File: src/rtl/cpu_defs.sv
// Shared CPU constants for the fetch stage: trap vectors, kernel-mode bit and
// the next-PC source encoding.
package cpu_defs;

    localparam logic [31:0] RESET_VEC  = 32'h8000_0000;
    localparam logic [31:0] IRQ_VEC    = 32'h8000_0004;
    localparam logic [31:0] EXC_VEC    = 32'h8000_0008;
    localparam int          KERNEL_BIT = 31;
    localparam logic [31:0] NOP        = 32'h0000_0000;

    typedef enum logic [2:0] {
        SRC_SEQ,
        SRC_EXC,
        SRC_HOLD,
        SRC_JR,
        SRC_JUMP,
        SRC_BRANCH,
        SRC_IRQ
    } pc_src_e;

    // Sequential increment wraps inside the low 31 bits so it can never enter kernel mode.
    function automatic logic [31:0] pc_incr(input logic [31:0] pc);
        return {pc[KERNEL_BIT], pc[30:0] + 31'd4};
    endfunction

endpackage

File: src/rtl/fetch_pc_unit_if.sv
// Bundle of control, instruction-memory and IF/ID signals around the fetch stage.
interface fetch_pc_unit_if;

    logic        stall;
    logic        branch_taken;
    logic [31:0] branch_target;
    logic        jump;
    logic [25:0] jump_index;
    logic        jr;
    logic [31:0] jr_target;
    logic        irq;
    logic        illegal_op;
    logic [31:0] instr_addr;
    logic [31:0] instr_in;
    logic [31:0] id_instr;
    logic [31:0] id_pc_plus4;
    logic        id_valid;
    logic [31:0] epc;
    logic        epc_we;

    // Master: hazard/decode control plus instruction memory; slave: the fetch unit.
    modport master (
        output stall, branch_taken, branch_target, jump, jump_index,
               jr, jr_target, irq, illegal_op, instr_in,
        input  instr_addr, id_instr, id_pc_plus4, id_valid, epc, epc_we
    );

    modport slave (
        input  stall, branch_taken, branch_target, jump, jump_index,
               jr, jr_target, irq, illegal_op, instr_in,
        output instr_addr, id_instr, id_pc_plus4, id_valid, epc, epc_we
    );

endinterface

File: src/rtl/fetch_pc_unit_if_id_reg.sv
// IF/ID pipeline register: captures instruction and PC+4, holds on stall,
// and turns into a bubble on flush.
module if_id_reg
    import cpu_defs::*;
(
    input  logic        clk,
    input  logic        reset,
    input  logic        load,
    input  logic        flush,
    input  logic [31:0] instr_in,
    input  logic [31:0] pc_plus4_in,
    output logic [31:0] id_instr,
    output logic [31:0] id_pc_plus4,
    output logic        id_valid
);

    logic [31:0] instr_q, instr_d;
    logic [31:0] pc_plus4_q, pc_plus4_d;
    logic        valid_q, valid_d;

    always_comb begin
        // NOTE: every signal gets a hold default first so no path can infer a latch.
        instr_d    = instr_q;
        pc_plus4_d = pc_plus4_q;
        valid_d    = valid_q;
        if (flush) begin
            instr_d = NOP;
            valid_d = 1'b0;
        end else if (load) begin
            instr_d    = instr_in;
            pc_plus4_d = pc_plus4_in;
            valid_d    = 1'b1;
        end
    end

    always_ff @(posedge clk) begin
        // NOTE: state updates use non-blocking assignments so every flop samples pre-edge values.
        if (reset) begin
            instr_q    <= NOP;
            pc_plus4_q <= 32'h0;
            valid_q    <= 1'b0;
        end else begin
            instr_q    <= instr_d;
            pc_plus4_q <= pc_plus4_d;
            valid_q    <= valid_d;
        end
    end

    assign id_instr    = instr_q;
    assign id_pc_plus4 = pc_plus4_q;
    assign id_valid    = valid_q;

endmodule

File: src/rtl/fetch_pc_unit.sv
// Program counter with trap/redirect selection feeding InstructionMemory, plus
// the IF/ID register and the EPC ($k0) write port.
module fetch_pc_unit #(
    parameter logic [31:0] RESET_VEC = cpu_defs::RESET_VEC,
    parameter logic [31:0] IRQ_VEC   = cpu_defs::IRQ_VEC,
    parameter logic [31:0] EXC_VEC   = cpu_defs::EXC_VEC
) (
    input  logic            clk,
    input  logic            reset,
    fetch_pc_unit_if.slave  bus
);

    import cpu_defs::*;

    logic [31:0] pc_q, pc_d;
    logic [31:0] epc_q, epc_d;
    logic        epc_we_q, epc_we_d;
    logic [31:0] pc_seq;
    logic        take_exc, take_irq;
    logic        if_load, if_flush;
    logic [31:0] id_pc_plus4;
    logic        id_valid;
    pc_src_e     src;

    // Exceptions outrank stall; in kernel mode both traps are masked (irq stays pending).
    always_comb begin
        pc_seq   = pc_incr(pc_q);
        take_exc = bus.illegal_op & id_valid & ~pc_q[KERNEL_BIT];
        take_irq = bus.irq & ~pc_q[KERNEL_BIT];
        if (take_exc)              src = SRC_EXC;
        else if (bus.stall)        src = SRC_HOLD;
        else if (bus.jr)           src = SRC_JR;
        else if (bus.jump)         src = SRC_JUMP;
        else if (bus.branch_taken) src = SRC_BRANCH;
        else if (take_irq)         src = SRC_IRQ;
        else                       src = SRC_SEQ;
    end

    always_comb begin
        pc_d     = pc_q;
        epc_d    = epc_q;
        epc_we_d = 1'b0;
        if_load  = 1'b0;
        if_flush = 1'b0;
        case (src)
            SRC_EXC: begin
                pc_d     = EXC_VEC;
                epc_d    = id_pc_plus4;
                epc_we_d = 1'b1;
                if_flush = 1'b1;
            end
            SRC_JR: begin
                pc_d     = bus.jr_target;
                if_flush = 1'b1;
            end
            SRC_JUMP: begin
                pc_d     = {pc_q[KERNEL_BIT], id_pc_plus4[30:28], bus.jump_index, 2'b00};
                if_flush = 1'b1;
            end
            SRC_BRANCH: begin
                pc_d     = {pc_q[KERNEL_BIT], bus.branch_target[30:0]};
                if_flush = 1'b1;
            end
            SRC_IRQ: begin
                // The fetched instruction is squashed, so return re-fetches from the current pc.
                pc_d     = IRQ_VEC;
                epc_d    = pc_q;
                epc_we_d = 1'b1;
                if_flush = 1'b1;
            end
            SRC_SEQ: begin
                pc_d    = pc_seq;
                if_load = 1'b1;
            end
            default: ;
        endcase
    end

    always_ff @(posedge clk) begin
        if (reset) begin
            pc_q     <= RESET_VEC;
            epc_q    <= 32'h0;
            epc_we_q <= 1'b0;
        end else begin
            pc_q     <= pc_d;
            epc_q    <= epc_d;
            epc_we_q <= epc_we_d;
        end
    end

    if_id_reg u_if_id (
        .clk         (clk),
        .reset       (reset),
        .load        (if_load),
        .flush       (if_flush),
        .instr_in    (bus.instr_in),
        .pc_plus4_in (pc_seq),
        .id_instr    (bus.id_instr),
        .id_pc_plus4 (id_pc_plus4),
        .id_valid    (id_valid)
    );

    assign bus.instr_addr  = pc_q;
    assign bus.id_pc_plus4 = id_pc_plus4;
    assign bus.id_valid    = id_valid;
    assign bus.epc         = epc_q;
    assign bus.epc_we      = epc_we_q;

    redirect_onehot: assert property (@(posedge clk) disable iff (reset)
        $onehot0({bus.jr, bus.jump, bus.branch_taken}));

endmodule

File: src/flat_wrapper.sv
// flat-port wrapper written by rule: the top's interface ports become plain ports
module fetch_pc_unit_flat import cpu_defs::*;
#(
    parameter logic [31:0] RESET_VEC = cpu_defs::RESET_VEC,
    parameter logic [31:0] IRQ_VEC   = cpu_defs::IRQ_VEC,
    parameter logic [31:0] EXC_VEC   = cpu_defs::EXC_VEC
)
  (clk, reset, bus_stall, bus_branch_taken, bus_branch_target, bus_jump, bus_jump_index, bus_jr, bus_jr_target, bus_irq, bus_illegal_op, bus_instr_in, bus_instr_addr, bus_id_instr, bus_id_pc_plus4, bus_id_valid, bus_epc, bus_epc_we);
  fetch_pc_unit_if bus_i ();
  input  logic clk;
  input  logic reset;
  input wire logic [$bits(bus_i.stall)-1:0] bus_stall;
  input wire logic [$bits(bus_i.branch_taken)-1:0] bus_branch_taken;
  input wire logic [$bits(bus_i.branch_target)-1:0] bus_branch_target;
  input wire logic [$bits(bus_i.jump)-1:0] bus_jump;
  input wire logic [$bits(bus_i.jump_index)-1:0] bus_jump_index;
  input wire logic [$bits(bus_i.jr)-1:0] bus_jr;
  input wire logic [$bits(bus_i.jr_target)-1:0] bus_jr_target;
  input wire logic [$bits(bus_i.irq)-1:0] bus_irq;
  input wire logic [$bits(bus_i.illegal_op)-1:0] bus_illegal_op;
  input wire logic [$bits(bus_i.instr_in)-1:0] bus_instr_in;
  output wire logic [$bits(bus_i.instr_addr)-1:0] bus_instr_addr;
  output wire logic [$bits(bus_i.id_instr)-1:0] bus_id_instr;
  output wire logic [$bits(bus_i.id_pc_plus4)-1:0] bus_id_pc_plus4;
  output wire logic [$bits(bus_i.id_valid)-1:0] bus_id_valid;
  output wire logic [$bits(bus_i.epc)-1:0] bus_epc;
  output wire logic [$bits(bus_i.epc_we)-1:0] bus_epc_we;
  assign bus_i.stall = bus_stall;
  assign bus_i.branch_taken = bus_branch_taken;
  assign bus_i.branch_target = bus_branch_target;
  assign bus_i.jump = bus_jump;
  assign bus_i.jump_index = bus_jump_index;
  assign bus_i.jr = bus_jr;
  assign bus_i.jr_target = bus_jr_target;
  assign bus_i.irq = bus_irq;
  assign bus_i.illegal_op = bus_illegal_op;
  assign bus_i.instr_in = bus_instr_in;
  assign bus_instr_addr = bus_i.instr_addr;
  assign bus_id_instr = bus_i.id_instr;
  assign bus_id_pc_plus4 = bus_i.id_pc_plus4;
  assign bus_id_valid = bus_i.id_valid;
  assign bus_epc = bus_i.epc;
  assign bus_epc_we = bus_i.epc_we;
  fetch_pc_unit #(.RESET_VEC(RESET_VEC), .IRQ_VEC(IRQ_VEC), .EXC_VEC(EXC_VEC)) u_core (.clk(clk), .reset(reset), .bus(bus_i));
endmodule
File: config.mk
export PLATFORM = sky130hd
export DESIGN_NAME = fetch_pc_unit_flat
export DESIGN_NICKNAME = d
export VERILOG_FILES = /design/src/rtl/cpu_defs.sv /design/src/rtl/fetch_pc_unit_if.sv /design/src/rtl/fetch_pc_unit_if_id_reg.sv /design/src/rtl/fetch_pc_unit.sv /design/src/flat_wrapper.sv
export SDC_FILE = /design/constraint.sdc
export NUM_CORES = 1
export LEC_CHECK = 0
export BUFFER_PORTS_ARGS = -buffer_cell sky130_fd_sc_hd__buf_2
export CAP_MARGIN = 20
export CORE_ASPECT_RATIO = 0.5
export CORE_UTILIZATION = 53
export DETAILED_ROUTE_END_ITERATION = 6
export HOLD_SLACK_MARGIN = 0.1
export PLACE_DENSITY = 0.87
export SLEW_MARGIN = 0
export SYNTH_ARGS = -nofsm -noshare
export SYNTH_HDL_FRONTEND = slang
export SYNTH_HIERARCHICAL = 1
export SYNTH_SLANG_ARGS = --single-unit
export TNS_END_PERCENT = 30
File: constraint.sdc
create_clock -name clk -period 3.95 [get_ports clk]
set_input_delay 0.395 -clock clk [delete_from_list [all_inputs] [get_ports clk]]
set_output_delay 0.395 -clock clk [all_outputs]
set_load 0.03 [all_outputs]
==> results.sh <==
export IMPL_max_slew_worst_pin_slew_ns=0.9931
export IMPL_status="complete, no violations"
export IMPL_cts_setup_buffers=0
export IMPL_tns_ns=0
export IMPL_drv_slew=0
export IMPL_yosys_area_share_simple_pct=21.97
export IMPL_cp_max_fo=73
export IMPL_place_area_um2=7601
export IMPL_ctsHoldBuffers=0
export IMPL_cts_sinks=130
export IMPL_grt_overflow_total=0
export IMPL_ant_nets=0
export IMPL_end_kind="flip-flop"
export IMPL_ys_top_cells_by_area="dfxtp_1, mux2i_1, nand4bb_1"
export IMPL_ys_flop_type="dfxtp_1"
export IMPL_io_buffers=258
export IMPL_ys_seq_elements=130
export IMPL_ys_seq_area_share_pct=40.65
export IMPL_ff_latch_area_um2=2603
export IMPL_syn2layout_area_growth_pct=28.53
export IMPL_synth_edff_count=0
export IMPL_drc=0
export IMPL_avgRoutedWirePerCell_um=18.03
export IMPL_netlist_area_leader_share_pct=40.65
export IMPL_die_y_um=79.72
export IMPL_drtPass1Iterations=7
export IMPL_path_class="flip-flop to flip-flop"
export IMPL_reg2reg_setup_slack_ns=1.19
export IMPL_hpwl_mm=12.97
export IMPL_avgSynthCellArea_um2=9.333
export IMPL_cp_startpoint="u_core/bus.instr_addr[31]"
export IMPL_path_clk_slew_ns=0.06
export IMPL_routed_wl_mm=19.47
export IMPL_min_period_ns=2.765
export IMPL_path_depth=8
export IMPL_setup_worst_path_end="u_core/u_if_id/id_pc_plus4[0]"
export IMPL_synth_area_leader_cell="dfxtp_1"
export IMPL_diodes=0
export IMPL_rsz0062_at_grt="false"
export IMPL_grt_pass1_wl_mm=29.26
export IMPL_syn_area_um2=6402
export IMPL_stdcell_area_um2=8229
export IMPL_r2r_end="u_core/u_if_id/id_pc_plus4[0]"
export IMPL_synth_async_reset_ratio_pct=0
export IMPL_io_pins=260
export IMPL_cp_slowest_cell="dfxtp_1"
export IMPL_rows=27
export IMPL_clock_fmax_ghz=0.3617
export IMPL_cp_data_arrival_time_ns=3.05
export IMPL_finalSetupViolations=0
export IMPL_fin_ws_ns=1.185
export IMPL_p_total_mw=3.307
export IMPL_path_delay_family="simple AND/OR/NAND/NOR gates"
export IMPL_slew_headroom_pct=33.79
export IMPL_path_cells="nand3b_1 > buf_12 > nand4_1 > nand2_1 > inv_1 > nor2b_2 > buf_4 > o21ai_0"
export IMPL_initial_core_util_pct=56.24
export IMPL_fin_crit_sh_pct=70.00
export IMPL_cts_buffer_depth=2
export IMPL_htree_levels=4
export IMPL_synth_fa_ha_area_share_pct=0.1954
export IMPL_ys_warn_count=6
export IMPL_crit_path_max_incr_delay_ns=0.41
export IMPL_netlist_top_cells_count="dfxtp_1, nor2_1, mux2i_1"
export IMPL_synth_fp_nets=817
export IMPL_p_per_area_nw_per_um2=401.9
export IMPL_startpoint_type="flip-flop"
export IMPL_num_vias=6291
export IMPL_place_ws_ns=1.017
export IMPL_worstReg2RegStart="u_core/bus.instr_addr[31]"
export IMPL_grt_pass1_vias=5794
export IMPL_layout_nets=1039
export IMPL_core_area_um2=11380
export IMPL_cts_root_buf="clkbuf_16"
export IMPL_drive_above_1_share_pct=33.88
export IMPL_syn_inst=686
export IMPL_ys_types=55
export IMPL_hold_path_class="input pin to flip-flop"
export IMPL_critPathRequiredTime_ns=4.24
export IMPL_gr_usage_all_layers_pct=30.15
export IMPL_cts_tree="done"
export IMPL_detail_route_vias_per_cell=5.825
export IMPL_antenna_found_initial=0
export IMPL_multiInputGateArea_um2=3398
export IMPL_yosysMostFrequentCell="dfxtp_1"
export IMPL_power_leakage_nw=3.840
export IMPL_grt_start_max_net_pins=79
export IMPL_cp_buffers_inverters=3
export IMPL_gp_congestion=0.8439
export IMPL_post_cts_resized=0
export IMPL_synth_compound_area_share_pct=17.57
export IMPL_synth_top_family_by_area="simple AND/OR/NAND/NOR gates"
export IMPL_dieWidth_um=157.4
export IMPL_n_fill_cell=858
export IMPL_drv_cap=0
export IMPL_hold_viol=0
export IMPL_dieArea_um2=12550
export IMPL_clock_latency_ns=0.41
export IMPL_synth_xor_area_share_pct=3.811
export IMPL_drt_iter0_drc=637
export IMPL_skew_ns=0.007431
export IMPL_cts_made_buffers=17
export IMPL_muxShareOfSynthArea_pct=9.537
export IMPL_reg2reg_depth=8
export IMPL_peakVddDrop_v=0.0002614
[cell usage in the layout (no fill, tap or decap), drive strengths merged, types with 8 or more instances in the layout]
cell	count
a211oi	31
a21oi	17
a221oi	12
a222oi	10
a22o	11
a22oi	15
a31oi	9
buf	269
clkbuf	21
clkinv	9
dfxtp	130
mux2i	61
nand2	32
nand2b	34
nand3	19
nand4	8
nand4bb	32
nor2	81
o21ai	35
o2bb2ai	12
xnor2	15
xor2	12
[cells by family (layout without fill, tap and decap cells)]
| logic type | after synthesis | in the layout |
|---|---|---|
| and+or+nand+nor | 237 | 237 |
| AOI/OAI and AO/OA | 159 | 159 |
| DFF | 130 | 130 |
| buffers and inverters | 71 | 306 |
| muxes | 61 | 61 |
| xor gates and xnor gates | 27 | 27 |
| adders and majority gates | 1 | 1 |
[routing by layer]
metal | share of wire, % | global-route usage (%) | vias up | wire length (um)
met5 | 0 | 0 | - | 0
met4 | 2.0 | 12.62 | 0 | 380
met3 | 8.2 | 5.863 | 45 | 1600
met2 | 49 | 53.32 | 331 | 9449
met1 | 41 | 36.01 | 2958 | 8040
li1 | - | - | 2957 | -
[worst min-delay path by stage]
stage,from,endpoint,slack (ns),cells past startpoint
after floorplan,u_core/bus.instr_addr[1],u_core/u_if_id/id_pc_plus4[1],0.49,2
after global placement,u_core/bus.epc[31],u_core/bus.epc[31],0.45,2
after detailed placement,u_core/bus.epc[31],u_core/bus.epc[31],0.46,2
after CTS,bus_instr_in[11],u_core/u_if_id/id_instr[11],0.21,3
after global routing,bus_instr_in[23],u_core/u_if_id/id_instr[23],0.22,3
final,bus_instr_in[11],u_core/u_if_id/id_instr[11],0.22,3
[worst register-to-register path, delay by kind of cell (launching register included)]
kind                   cells  cell delay, ns
AO/OA/AOI/OAI              1            0.14
buffers and inverters      3            0.93
flip-flops                 1            0.41
AND/OR/NAND/NOR            4            1.18
[state kept, by name, summed over array words and instances (netlist names)]
name / count
u_core/u_if_id/id_instr: 32
u_core/bus.epc: 32
u_core/bus.instr_addr: 32
u_core/u_if_id/id_pc_plus4: 32
u_core/u_if_id/id_valid: 1
u_core/bus.epc_we: 1
[stage by stage]
step,utilization [%],hold slack (ns),instances
floorplan,-,0.4918,686
global placement,66.77,0.4522,1047
detailed placement,66.77,0.4638,1047
CTS,72.04,0.2089,1079
global route,72.28,0.2215,1080
finish,72.28,0.2160,1080
[final cells by class]
| cell class | count | area share [%] |
|---|---|---|
| Multi-Input combinational cell | 485 | 41.30 |
| Sequential cell | 130 | 31.63 |
| Timing Repair Buffer | 269 | 17.12 |
| Clock buffer | 21 | 5.717 |
| Tap cell | 159 | 2.418 |
| Clock inverter | 11 | 1.581 |
| Inverter | 5 | 0.2433 |
[power breakdown]
part	total, mW	internal (mW)	leakage, nW	switching [mW]
Combinational	0.334	0.143	2.49	0.191
Clock	1.58	0.983	0.293	0.602
Sequential	1.39	1.34	1.05	0.0498
Total	3.31	2.46	3.84	0.843
Note: power is estimated with default switching activity, not from simulation.
